File: config.mk
export PLATFORM = sky130hd
export DESIGN_NAME = mux16_rr_sched
export DESIGN_NICKNAME = d
export VERILOG_FILES = /design/src/rtl/mux16_rr_sched.sv
export SDC_FILE = /design/constraint.sdc
export NUM_CORES = 1
export LEC_CHECK = 0
export CORE_UTILIZATION = 30
export DETAILED_ROUTE_END_ITERATION = 12
export GPL_TIMING_DRIVEN = 1
export REMOVE_ABC_BUFFERS = 1
export SYNTH_ARGS = -nofsm -noshare
export SYNTH_HDL_FRONTEND = slang
export SYNTH_SLANG_ARGS = --single-unit
File: constraint.sdc
create_clock -name clk -period 6.07 [get_ports clk]
set_clock_uncertainty 0.15 [all_clocks]
set_input_delay 1.214 -clock clk [delete_from_list [all_inputs] [get_ports clk]]
set_output_delay 1.214 -clock clk [all_outputs]
set_load 0.01 [all_outputs]
File: src/rtl/mux16_rr_sched.sv
// Round-robin scheduler for a shared 16:1 mux: one-hot grant plus registered select,
// bounded hold time and a single idle cycle between consecutive grants.
module mux16_rr_sched #(
  parameter int unsigned N_REQ    = 16,
  parameter int unsigned SEL_W    = 4,
  parameter int unsigned MAX_HOLD = 8
) (
  input  logic             clk,
  input  logic             rst,
  input  logic             en,
  input  logic [N_REQ-1:0] req,
  input  logic             done,
  output logic [SEL_W-1:0] sel,
  output logic [N_REQ-1:0] grant,
  output logic             grant_valid,
  output logic             timeout
);

  localparam logic [7:0] HoldLast = 8'(MAX_HOLD - 1);

  typedef enum logic [1:0] {StIdle, StGrant, StGap} state_e;

  state_e             state_q, state_d;
  logic [SEL_W-1:0]   sel_q, sel_d;
  logic [SEL_W-1:0]   last_q, last_d;
  logic [N_REQ-1:0]   grant_q, grant_d;
  logic               grant_valid_q, grant_valid_d;
  logic               timeout_q, timeout_d;
  logic [7:0]         cnt_q, cnt_d;

  logic               found;
  logic [SEL_W-1:0]   win;
  logic [SEL_W-1:0]   idx;

  // Search starts just after the last winner; the select width wraps 15 -> 0 naturally.
  always_comb begin
    found = 1'b0;
    win   = '0;
    idx   = '0;
    for (int unsigned k = 1; k <= N_REQ; k++) begin
      idx = last_q + SEL_W'(k);
      if (!found && req[idx]) begin
        found = 1'b1;
        win   = idx;
      end
    end
  end

  always_comb begin
    state_d       = state_q;
    sel_d         = sel_q;
    last_d        = last_q;
    cnt_d         = cnt_q;
    grant_d       = '0;
    grant_valid_d = 1'b0;
    timeout_d     = 1'b0;
    case (state_q)
      StIdle: begin
        if (en && found) begin
          state_d       = StGrant;
          sel_d         = win;
          grant_d       = N_REQ'(1) << win;
          grant_valid_d = 1'b1;
          last_d        = win;
          cnt_d         = '0;
        end
      end
      StGrant: begin
        cnt_d = cnt_q + 8'd1;
        if (done || !req[sel_q]) begin
          state_d = StGap;
        end else if (cnt_q == HoldLast) begin
          state_d   = StGap;
          timeout_d = 1'b1;
        end else begin
          grant_d       = grant_q;
          grant_valid_d = 1'b1;
        end
      end
      StGap: begin
        state_d = StIdle;
      end
      default: begin
        state_d = StIdle;
      end
    endcase
  end

  always_ff @(posedge clk or posedge rst) begin
    if (rst) begin
      state_q       <= StIdle;
      sel_q         <= '0;
      last_q        <= '1;
      grant_q       <= '0;
      grant_valid_q <= 1'b0;
      timeout_q     <= 1'b0;
      cnt_q         <= '0;
    end else begin
      state_q       <= state_d;
      sel_q         <= sel_d;
      last_q        <= last_d;
      grant_q       <= grant_d;
      grant_valid_q <= grant_valid_d;
      timeout_q     <= timeout_d;
      cnt_q         <= cnt_d;
    end
  end

  assign sel         = sel_q;
  assign grant       = grant_q;
  assign grant_valid = grant_valid_q;
  assign timeout     = timeout_q;

endmodule
; Word level (Yosys, flattened, before mapping)
; Index checks and enable logic that the tools add are counted.
[totals]
mem_bits_rw = 0
wordCells = 166
in_bits = 20
n_memories = 0
latch_bits = 0
reg_bits = 36
output_inout_bits = 22
rom_bits = 0
[op_classes]
shifts = 1
n_eq_ne = 4
addsub = 16
bitwise_logic = 0
n_mul = 0
div = 0
mux = 83
n_reduce_logical = 38
order_cmp = 17
[ops]
columns = operator, count
row1 = "less-than comparator 4 x 5 -> 1 bit, second input constant", 17
row2 = binary-select mux 1 bit (select 4 bit), 17
row3 = 2-to-1 mux 4 bit, 16
row4 = 2-to-1 mux 16 bit, 3
row5 = 2-to-1 mux 1 bit, 39
row6 = "adder 4 bit, second input constant", 8
row7 = one-hot mux 16 bit (2 select lines), 1
row8 = "adder 4 x 3 -> 4 bit, second input constant", 4
row9 = logical AND 1 bit, 16
row10 = logical NOT 1 bit, 16
row11 = one-hot mux 8 bit (2 select lines), 1
row12 = "<< shifter 1 x 4 -> 16 bit, first input constant", 1
row13 = "adder 4 x 2 -> 4 bit, second input constant", 2
row14 = "adder 8 x 1 -> 8 bit, second input constant", 1
row15 = "equality test 8 x 3 -> 1 bit, second input constant", 1
row16 = 2-to-1 mux 8 bit, 1
row17 = 2-to-1 mux 2 bit, 3
row18 = AND reduction 2 bit, 3
row19 = "adder 4 x 1 -> 4 bit, second input constant", 1
row20 = one-hot mux 2 bit (2 select lines), 1
row21 = "inequality test 3 bit, second input constant", 1
row22 = "equality test 2 x 1 -> 1 bit, second input constant", 1
row23 = logical NOT 2 bit, 1
row24 = "inequality test 2 bit, second input constant", 1
row25 = other kinds (3), 3

; Depth between registers and ports, before layout
[logic_depth]
ltp_word = 52
mapped_depth = 18
depth_no_buf = 11

; Worst setup path after synthesis
; Ideal clock, no wire load.
[synth_path]
path_kind = reg-to-reg
start = register last_q[1]
end = register grant_q[8] (netlist: grant[8])
n_path_buf = 5
setup_ns = 0.092
stages_incl_launch_ff = 16
t_arrival_ns = 4.884
required_ns = 5.828
synth_period_minus_slack_ns = 5.126
slack_ns = 0.944
path_cell_list = dfstp_2 > buf_2 > buf_4 > buf_1 > inv_1 > ha_1 > buf_2 > buf_2 > mux4_2 > mux4_2 > or4b_1 > a2111oi_0 > o32a_1 > o22ai_1 > or4_4 > o31ai_2
[synth_via]
elab_chain_len = 52
elab_cells_between_ends = 113
classes_between = add/sub: 15 / shift: 1 / mux: 66 / reduce/logical: 31
[synth_lines]
columns = element, line_no
row1 = "start, declared", 25  ; logic [SEL_W-1:0] last_q, last_d;
row2 = "start signal, assigned", 101  ; last_q <= last_d;
row3 = adder 4 x 1 -> 4 bit, 41  ; idx = last_q + SEL_W'(k);
row4 = binary-select mux 1 bit (select 4 bit), 42  ; if (!found && req[idx]) begin
row5 = 2-to-1 mux 1 bit (not written as such), 42
row6 = 2-to-1 mux 1 bit, 42
row7 = logical NOT 1 bit, 42
row8 = logical AND 1 bit, 42
row9 = 2-to-1 mux 1 bit, 42
row10 = logical NOT 1 bit, 42
row11 = [36 not listed], -
row12 = logical AND 1 bit, 42
row13 = 2-to-1 mux 1 bit, 42
row14 = logical NOT 1 bit, 42
row15 = logical AND 1 bit, 42
row16 = 2-to-1 mux 4 bit / 2-to-1 mux 1 bit (equally long branches), 42
row17 = << shifter 1 x 4 -> 16 bit / logical AND 1 bit (equally long branches), "62, 59"
row18 = 2-to-1 mux 16 bit (*), 59  ; if (en && found) begin
row19 = one-hot mux 16 bit (2 select lines) (*), 57  ; case (state_q)
row20 = "end signal, assigned", 102  ; grant_q <= grant_d;
row21 = "end, declared", 26  ; logic [N_REQ-1:0] grant_q, grant_d;
; Mark *: on every way between the ends. The rest lies on a longest branch, timed or not. The select of a mux whose other input is x is not followed.
; A chain may end at the register's enable or synchronous reset.

; Final worst setup path
[layout_path]
start = input port req[0]
end = register grant_q[10] (netlist: grant[10])
[layout_via]
elab_chain_len = 51
elab_cells_between_ends = 104
classes_between = eq/ne: 1 / shift: 1 / mux: 69 / reduce/logical: 33
[layout_lines]
columns = element, line_no
row1 = "start, declared", 11  ; input logic [N_REQ-1:0] req,
row2 = binary-select mux 1 bit (select 4 bit), 42
row3 = 2-to-1 mux 1 bit (not written as such), 42
row4 = 2-to-1 mux 1 bit, 42
row5 = logical NOT 1 bit, 42
row6 = logical AND 1 bit, 42
row7 = 2-to-1 mux 1 bit, 42
row8 = logical NOT 1 bit, 42
row9 = logical AND 1 bit, 42
row10 = [35 not listed], -
row11 = logical AND 1 bit, 42
row12 = 2-to-1 mux 1 bit, 42
row13 = logical NOT 1 bit, 42
row14 = logical AND 1 bit, 42
row15 = 2-to-1 mux 4 bit / 2-to-1 mux 1 bit (equally long branches), 42
row16 = << shifter 1 x 4 -> 16 bit / logical AND 1 bit (equally long branches), "62, 59"
row17 = 2-to-1 mux 16 bit, 59
row18 = one-hot mux 16 bit (2 select lines), 57
; Several ways; a longest one is shown, not always the timed one. The select of a mux whose other input is x is not followed.

==> metrics.md <==
| Metric | Value |
|---|---|
| Clk_lat worst skew | `0.28 ns` |
| Max Root-Sink Buffers | `2` |
| Router iterations before antenna repair | `5` |
| Total grt overflow | `0` |
| Antenna violations before repair | `0` |
| Core Footprint | `13900 um2` |
| Starting DRC count in detailed routing | `383` |
| Count of final max-slew check failures | `0` |
| H-Tree Depth | `2` |
| Predominant post-synthesis flop cell | `dfrtp_1` |
| Via count | `3910` |
| WL per Instance | `19.6 um` |
| FILL cells | `1372` |
| Rows | `43` |
| Placed Area | `4840 um2` |
| CP max FO | `13` |
| Tmin final | `5.19 ns` |
| CTS tree | `built` |
| Status | `complete, no violations` |
| Synth area leaders | `mux4_2 19%, dfrtp_1 19%, mux2i_1 7.1%` |
| Post-synth EDFFs | `0` |
| DRC | `0` |
| Arr. time, crit path | `5.18 ns` |
| Die area | `14700 um2` |
| Worst Path Required | `6.05 ns` |
| TritonCTS buffer count | `5` |
| Commonest cells post-synth | `50 x nand2_1, 36 x mux4_2, 32 x dfrtp_1, 32 x nor2_1, 30 x mux2i_1` |
| Port bufs | `41` |
| Largest net degree at the start of global routing | `37` |
| Avg Inst Size Synth | `9.73 um2` |
| Post-DRT Antenna Nets | `0` |
| Die X | `121 um` |
| PostCTS Resize Cnt | `0` |
| Crit-path cells | `clkdlybuf4s50_1 -> mux4_2 -> mux4_2 -> a21o_1 -> nor4_4 -> nand4_4 -> o31ai_1 -> or3_1 -> a211o_1 -> o31ai_1` |
| Setup TNS | `0 ns` |
| Final Hold Vio Count | `0` |
| Gr usage total | `0.181` |
| CP max-delay cell | `clkdlybuf4s50_1` |
| Critical path's top delay family | `multiplexers` |
| Global-route wire length before repair | `20.8 mm` |
| GPL Wtd Cong | `0.944` |
| Crit Path Class | `input port to register` |
| DR vias/cell | `6.00` |
| Synthesized flop and latch total | `36` |
| F_max | `0.193 GHz` |
| Finished Core Util | `0.360` |
| Buf+Inv Stages, Crit Path | `1` |
| Clock transition at path regs | `0.06 ns` |
| Synthesized cell area | `4250 um2` |
| Worst Hold Class | `register to register` |
| Max cap viols | `0` |
| Final HPWL DP | `9.64 mm` |
| Post-synth ARST share | `1.00` |
| Setup-failing EPs final | `0` |
| Final net count | `500` |
| Die Ht | `121 um` |
| Mapped Cells | `437` |
| Top-area cell type share of the netlist area | `0.191` |
| Area grow syn2layout | `17.5%` |
| Detailed Route WL | `12.8 mm` |
| Io pins | `42` |
| Slew headroom | `0.434` |
| Most frequent cell after synthesis | `nand2_1` |
| Library cells used by synthesis | `75` |
| Leading area contributor after synthesis | `mux4_2` |
| WHS | `0.326 ns` |
| Antenna fix cells | `0` |
| RSZ-0062 raised after global routing | `false` |
| Root Driver | `clkbuf_16` |
| TritonCTS Sinks | `36` |
| CP Launch Type | `input port` |
| Vias in the first global route | `3810` |
| Yosys warnings | `0` |
| Final Cycle Share | `0.855` |
| CP peak stage delay | `0.60 ns` |
| Fraction of layout cells with a size suffix above 1 | `0.186` |
| Seq/Total Area, Yosys | `0.213` |
| Slew @ Worst Pin | `0.842 ns` |
| Post-CTS Setup Bufs | `0` |
| Fin area | `5000 um2` |
| Setup crit end kind | `register` |
| Cts hold-fix bufs | `0` |
| Initial Util | `0.306` |
-- state kept, by name, summed over array words and instances (netlist names) --
register and cells:
grant 16, sel 4, last_q 4, timeout 1, cnt_q 8, state_q 2
grant_valid 1
-- metrics by stage --
stage / cells / setup WS (ns)
floorplan: 414 / 0.744
global placement: 644 / 0.749
detailed placement: 644 / 0.638
CTS: 652 / 0.916
global route: 652 / 0.509
finish: 652 / 0.880
-- cells by family (layout without fill, tap and decap cells) --
logic type               after synthesis  in the layout  share of synthesized area
AND/OR/NAND/NOR                      133            133                      0.159
AO/OA/AOI/OAI                        119            119                      0.203
multiplexers                          94             94                      0.336
flip-flops                            36             36                      0.213
buffers and inverters                 33             68                     0.0359
XOR/XNOR                              13             13                     0.0268
adder cells (fa/ha/maj)                9              9                     0.0265
-- placed cells by master (no fill, tap or decap), types with 9 or more instances in the layout --
cell type and count:
nand2_1 50, o31ai_1 9, dfrtp_1 32, clkdlybuf4s50_1 41
nor2_1 32, mux2_2 21, a21oi_1 12, ha_1 9
mux4_2 36, buf_4 9, nand3_1 9, mux2i_1 30
o21ai_0 19
-- final timing paths --
| kind | from | to | slack, ns | cells after the start |
|---|---|---|---|---|
| setup / recovery | req[0] | grant[10]$_DFFE_PP0P_ | 0.88 | 10 |
| hold / removal | grant[1]$_DFFE_PP0P_ | grant[1]$_DFFE_PP0P_ | 0.33 | 2 |
| setup reg to reg | last_q[1]$_DFFE_PP1P_ | grant[0]$_DFFE_PP0P_ | 0.92 | 12 |
| hold reg to reg | grant[1]$_DFFE_PP0P_ | grant[1]$_DFFE_PP0P_ | 0.33 | 2 |
| max in group asynchronous | rst | last_q[0]$_DFFE_PP1P_ | 4.24 | 3 |
| min in group asynchronous | rst | grant[3]$_DFFE_PP0P_ | 1.19 | 3 |
-- worst register-to-register path, delay by kind of cell, from the launching register on --
family / cells / cell delay (ns)
XOR/XNOR: 1 / 0.20
adder cells (fa/ha/maj): 1 / 0.51
buffers and inverters: 2 / 0.61
multiplexers: 1 / 0.59
AND/OR/NAND/NOR: 4 / 1.37
AO/OA/AOI/OAI: 3 / 1.09
flip-flops: 1 / 0.53
-- layer usage --
layer	up-vias	GRT usage	part of all wire
li1	1791	-	-
met1	1947	0.242	0.43
met2	147	0.295	0.48
met3	25	0.0268	0.059
met4	0	0.0671	0.024
met5	-	0	0
-- layout make-up --
class	instances	area, um2	share of cell area
Clock buffer	8	156	0.0313
Inverter	10	37.5	0.00751
Multi-Input combinational cell	368	3190	0.639
Sequential cell	36	906	0.181
Tap cell	180	225	0.0451
Timing Repair Buffer	50	478	0.0956
Power is not shown: default switching activity piles up to over one toggle a cycle in this logic, so the estimate is an artifact.
